--- config.mk ---
export PLATFORM = sky130hd
export DESIGN_NAME = fifo_flops
export DESIGN_NICKNAME = d
export VERILOG_FILES = /design/src/rtl/fifo_flops.sv
export SDC_FILE = /design/constraint.sdc
export NUM_CORES = 1
export LEC_CHECK = 0
export ABC_AREA = 1
export CAP_MARGIN = 20
export CORE_UTILIZATION = 25
export CTS_BUF_LIST = sky130_fd_sc_hd__clkbuf_4 sky130_fd_sc_hd__clkbuf_8
export DETAILED_ROUTE_END_ITERATION = 12
export SKIP_CTS_REPAIR_TIMING = 1
export SLEW_MARGIN = 40
export SYNTH_ARGS = -nofsm -noshare
export SYNTH_HDL_FRONTEND = slang
export SYNTH_SLANG_ARGS = --single-unit
--- constraint.sdc ---
create_clock -name clk -period 5.54 [get_ports clk]
set_input_delay 1.108 -clock clk [delete_from_list [all_inputs] [get_ports clk]]
set_output_delay 1.108 -clock clk [all_outputs]
set_load 0.02 [all_outputs]
--- src/rtl/fifo_flops.sv ---
// Flop-based synchronous FIFO with first-word-fall-through output.
// Holds up to `depth` words; Dout shows the oldest word, or 0 when empty.
module fifo_flops #(
  parameter int depth = 8,
  parameter int bits  = 16
) (
  input  logic            clk,
  input  logic            rst,
  input  logic [bits-1:0] Din,
  input  logic            push,
  input  logic            pop,
  output logic [bits-1:0] Dout,
  output logic            full,
  output logic            pndng
);

  localparam int PW = (depth > 1) ? $clog2(depth) : 1;
  localparam int CW = $clog2(depth + 1);
  localparam logic [CW-1:0] CNT_MAX = CW'(depth);
  localparam logic [PW-1:0] PTR_MAX = PW'(depth - 1);

  logic [bits-1:0] mem [depth];
  logic [PW-1:0]   wr_ptr;
  logic [PW-1:0]   rd_ptr;
  logic [CW-1:0]   cnt;

  logic do_push;
  logic do_pop;

  // A pop on a full FIFO frees the slot the simultaneous push lands in,
  // so the full check is waived whenever a real pop happens on the same edge.
  always_comb begin
    do_pop  = pop && (cnt != '0);
    do_push = push && ((cnt != CNT_MAX) || do_pop);
  end

  always_comb begin
    pndng = (cnt != '0);
    full  = (cnt == CNT_MAX);
    Dout  = pndng ? mem[rd_ptr] : '0;
  end

  // NOTE: all state uses non-blocking assignments so every flop samples
  // pre-edge values; blocking here would make ordering between blocks matter.
  always_ff @(posedge clk or negedge rst) begin
    if (!rst) begin
      wr_ptr <= '0;
      rd_ptr <= '0;
      cnt    <= '0;
    end else begin
      if (do_push) wr_ptr <= (wr_ptr == PTR_MAX) ? '0 : wr_ptr + PW'(1);
      if (do_pop)  rd_ptr <= (rd_ptr == PTR_MAX) ? '0 : rd_ptr + PW'(1);
      case ({do_push, do_pop})
        2'b10:   cnt <= cnt + CW'(1);
        2'b01:   cnt <= cnt - CW'(1);
        default: cnt <= cnt;
      endcase
    end
  end

  // NOTE: storage is reset too, so no stale word can ever reach Dout after a
  // reset; this costs a reset net on every bit, acceptable for a small flop FIFO.
  always_ff @(posedge clk or negedge rst) begin
    if (!rst) begin
      for (int i = 0; i < depth; i++) mem[i] <= '0;
    end else if (do_push) begin
      mem[wr_ptr] <= Din;
    end
  end

endmodule

# Word level (Yosys, flattened, before mapping)
# Cells that the tools add are included.
# Widths: inputs -> output; s select.
[totals]
reg_bits = 138
out_inout_bits = 18
mem_bits_ro = 0
input_bits = 20
mem_count = 0
latch_bits = 0
word_cells = 42
ramBits = 0
[op_classes]
n_div = 0
n_mul = 0
n_bitwise = 2
n_eq_ne = 6
n_lt_le_gt_ge = 3
mux = 10
n_reduce_logical = 6
n_addsub = 4
n_shift = 0
[ops]
columns = ["cell", "n"]
rows = [
  ["$bwmux 128", 1],
  ["$mux 16", 4],
  ["$bmux 16 s3", 1],
  ["$demux 16 s3", 1],
  ["$ge 4x4->1 const B", 2],
  ["$not 3->4", 2],
  ["$pmux 4 s2", 1],
  ["$add 3x1->3 const B", 2],
  ["$eq 3x3->1 const B", 2],
  ["$mux 3", 2],
  ["$add 4x1->4 const B", 1],
  ["$eq 4x4->1 const B", 1],
  ["$lt 4x1->1 const B", 1],
  ["$ne 4x4->1 const B", 1],
  ["$reduce_bool 4->1", 1],
  ["$sub 4x1->4 const B", 1],
  ["$logic_and 1x1->1", 3],
  ["$eq 2x1->1 const B", 1],
  ["$eq 2x2->1 const B", 1],
  ["$reduce_bool 2->1", 1],
  ["$logic_or 1x1->1", 1],
]

# Depth between registers and ports, before layout
[logic_depth]
depth_word = 6
depth_mapped = 13
mapped_depth_nobuf = 13

# Worst setup path after synthesis
# No wires, ideal clock.
[synth_timing]
path_type = "reg2out"
from = "register rd_ptr[0]"
to = "output Dout[10]"
setup_slack_ns = 3.012
arrival_time_ns = 1.420
n_path_buf = 2
required_ns = 4.432
stages_incl_launch_ff = 8
path_cell_list = "dfrtp_1 inv_1 buf_4 clkbuf_1 nor2_1 o211ai_1 nand2_1 nor2_1"
[synth_via]
elab_chain_len = 5
[synth_rtl]
columns = ["element", "line_no", "rtl"]
rows = [
  ["from (decl)", "24", "logic [PW-1:0] rd_ptr;"],
  ["from (signal assigned)", "52", "if (do_pop) rd_ptr <= (rd_ptr == PTR_MAX) ? '0 : rd_ptr + PW'(1);"],
  ["$not 3->4 (not written as such)", "40", "Dout = pndng ? mem[rd_ptr] : '0;"],
  ["$bmux 16 s3", "40", ""],
  ["$mux 16 (not written as such) (2 in a row)", "40", ""],
  ["$mux 16", "40", ""],
  ["to (decl)", "12", "output logic [bits-1:0] Dout,"],
]
# No other way between the ends. The select of a mux whose other input is x is not followed.

# Worst setup path in the final report
[layout_timing]
from = "register rd_ptr[0]"
to = "output Dout[7]"
# The elaborated chain is that of the path after synthesis.

==> impl_metrics.toml <==
[status]
status = "complete, no violations"

[timing]
fin_setup_tns_ns = 0
tightest_slew_ns = 0.758
slew_headroom_pct = 49.4
finalCritPeriodShare_pct = 70.5
clock_skew_ns = 0.00617
hold_viol = 0
period_needed_ns = 3.91
drv_slew = 0
fmax_mhz = 256
rsz0062_at_grt = "no"
finalSetupViolations = 0

[place]
port_buffers = 37
dpl.cell_count = 1092
place_hpwl_um = 9480
gp_congestion = 0.738

[clock_network]
numClockSinks = 138
clk_latency_ns = 0.45
clockBufferDepth = 2
cts_tree = "done"
clk_root_buffer_cell = "clkbuf_8"
clk_pin_slew_ns = 0.07
cts_buffers = 17
htree_levels = 4

[floorplanning]
io_pins = 38
num_rows = 58
die-area_um2 = 26700
die_w_um = 164
core_um2 = 25400
initial_core_util_pct = 25.7
die_h_um = 164

[worst_setup_path]
crit_path_frequent_cell = "nor2_1"
end_kind = "output port"
rr_worst_depth = 12
critPathRequiredTime_ns = 4.43
crit_path_max_fanout = 65
cp_num_cells = 8
slowest_stage = "clkdlybuf4s50_1"
path_cells = "buf_4, nor2_1, nor2_1, o21ai_0, o211ai_1, nand2_1, nor2_1, clkdlybuf4s50_1"
cp_num_buf_inv = 2
critPathMaxStageDelay_ns = 0.66
startpoint_type = "register"
critical_path_class = "register to output port"
crit_family = "buffers and inverters"
cp.arrival_ns = 2.80

[global_routing]
overflow = 0
track_usage_pct = 13.0
grt_antenna_before_repair = 0
grt_pass1_wl_um = 26800
grt_start_max_net_pins = 106
grt_pass1_vias = 5050

[synth]
ys_seq_area_share_pct = 52.9
ys_top_cells_by_area = "dfrtp_1, o21ai_0, nand2_1"
yosys.cell_types.count = 26
synth_cells = 769
syn-cell-area_um2 = 6520
synthAdderAreaFrac_pct = 1.34
post-synth-top-area-cell = "dfrtp_1"
synth_top_family_by_area = "compound AO/OA/AOI/OAI gates"
synth-xor-area-share_pct = 0.403
syn-num-nets = 796
synth_seq_cells = 138
synth-simple-area-share_pct = 18.5
yosysWarnings = 0
muxShareOfSynthArea_pct = 0
syn_area_per_cell_um2 = 8.48
yosys.area.top_type_share_pct = 52.9
synth_compound_area_share_pct = 20.2

[pwr]
power_density_nw_per_um2 = 615
peakVddDrop_v = 0.000203
p_int_mw = 2.66
clkPwrFrac_pct = 16.4
combPwrFrac_pct = 45.4
netSwitchingFraction_pct = 41.8
p_leak_nw = 3.43
seqPwrFrac_pct = 38.2
power.switching_mw = 1.91

[drt]
vias = 5109
finalWirelength_um = 16400
drtAntennaViolNets = 0
first_pass_iters = 5
drt_iter0_drc = 240
avgRoutedWirePerCell_um = 14.6
via_per_inst = 4.55
drc = 0

[layout]
drive_gt1_share_pct = 9.47
synthToLayoutAreaGrowth_pct = 14.0
layoutNonFillerInstCount = 1122
fillers = 2760
nets = 809
antenna_cells = 0

[flow_run]
maxCapViolCount = 0

[worst_hold_path]
hold_class = "register to register"
worst_hold_path.num_cells = 2
-- cells in the mapped netlist --
library cell	instances
inv_2	1
nand3_1	6
nand4_1	1
o21ai_1	39
dfrtp_1	138
buf_2	13
o211ai_1	16
clkbuf_1	17
buf_6	12
nand2_2	1
buf_8	1
xnor2_1	2
nand2_4	4
clkbuf_2	4
a21oi_1	1
xor2_1	1
nor2_1	123
nand2_1	171
o21ai_2	25
o22ai_1	16
ha_1	7
buf_4	3
o21ai_0	135
nor4_1	1
nor2_2	1
inv_1	30
-- power by group through the flow --
stage,registers [mW],clock network [mW],logic [mW]
after floorplan,1.66,0,1.52
after global placement,1.75,0,2.06
after detailed placement,1.76,0,2.09
after CTS,1.75,0.774,2.09
after global routing,1.80,0.814,2.35
final,1.75,0.750,2.07
-- logic make-up after synthesis --
kind of cell | count (synthesis)
and+or+nand+nor | 308
AOI/OAI and AO/OA | 232
DFF | 138
buffers and inverters | 81
adders and majority gates | 7
xor gates and xnor gates | 3
-- stage by stage --
| stage | hold WS [ns] | power, mW | util [%] | instance area [um^2] | setup slack [ns] |
|---|---|---|---|---|---|
| 6_report | 0.481 | 4.57 | 29.3 | 7430 | 1.63 |
| 5_1_grt | 0.488 | 4.97 | 29.3 | 7430 | 1.40 |
| 4_1_cts | 0.481 | 4.62 | 29.2 | 7410 | 1.60 |
| 3_5_place_dp | 0.463 | 3.85 | 27.8 | 7050 | 2.10 |
| 3_3_place_gp | 0.461 | 3.81 | 27.7 | 7030 | 1.94 |
| 2_1_floorplan | 0.448 | 3.18 | - | 6520 | 3.01 |
-- registers in the layout, summed over array words and instances, names as in the netlist --
signal / flops
cnt: 4
rd_ptr: 3
mem: 128
wr_ptr: 3
-- worst paths after layout --
check | to | slack (ns) | start
max reg2reg | cnt[2] | 2.97 | cnt[1]
min | mem[83] | 0.48 | mem[83]
max in group asynchronous | mem[10] | 4.31 | rst
min in group asynchronous | cnt[2] | 0.50 | rst
min reg2reg | mem[83] | 0.48 | mem[83]
max | Dout[7] | 1.63 | rd_ptr[0]
-- final cells by class --
class / count / area (um^2) / share of cell area [%]
tap: 330 / 413 / 5.55
timing repair buffer: 44 / 448 / 6.02
clock buffer: 27 / 347 / 4.66
sequential: 138 / 3460 / 46.5
multi-input combinational: 550 / 2640 / 35.5
inverter: 31 / 119 / 1.60
clock inverter: 2 / 10.0 / 0.135
-- worst register-to-register path, stage by stage (launching register included) --
cell and delay, ns:
dfrtp_1 0.46, nor2_2 0.17, nand3_2 0.47, nand2_1 0.24
inv_1 0.16, ha_1 0.26, nand2_1 0.08, inv_1 0.05
nor2_1 0.12, ha_1 0.16, a21oi_1 0.05, xor2_1 0.16
o21ai_0 0.13
-- layer usage --
layer  global-route usage, %  vias to the layer above  routed length (um)
li1                        -                     2553                   -
met1                    16.8                     2426                7910
met2                    20.4                      103                7400
met3                    3.28                       27                 615
met4                    5.89                        0                 432
met5                       0                        -                   0
-- placed cells by master (no fill, tap or decap) --
master           count
nand2_1            169
dfrtp_1            136
o21ai_0            135
nor2_1             123
o21ai_1             39
clkdlybuf4s50_1     36
inv_1               29
o21ai_2             25
clkbuf_8            23
o22ai_1             16
o211ai_1            16
ha_1                 7
buf_4                6
nand3_1              5
nand2_4              4
clkbuf_4             4
nand2_2              3
xnor2_1              2
clkinv_2             2
dfrtp_2              2
nor4_1               1
nor2_2               1
nand3_2              1
inv_4                1
nand4_1              1
inv_2                1
a21oi_1              1
xor2_1               1
buf_8                1
buf_16               1
(Power assumes the default switching activity.)
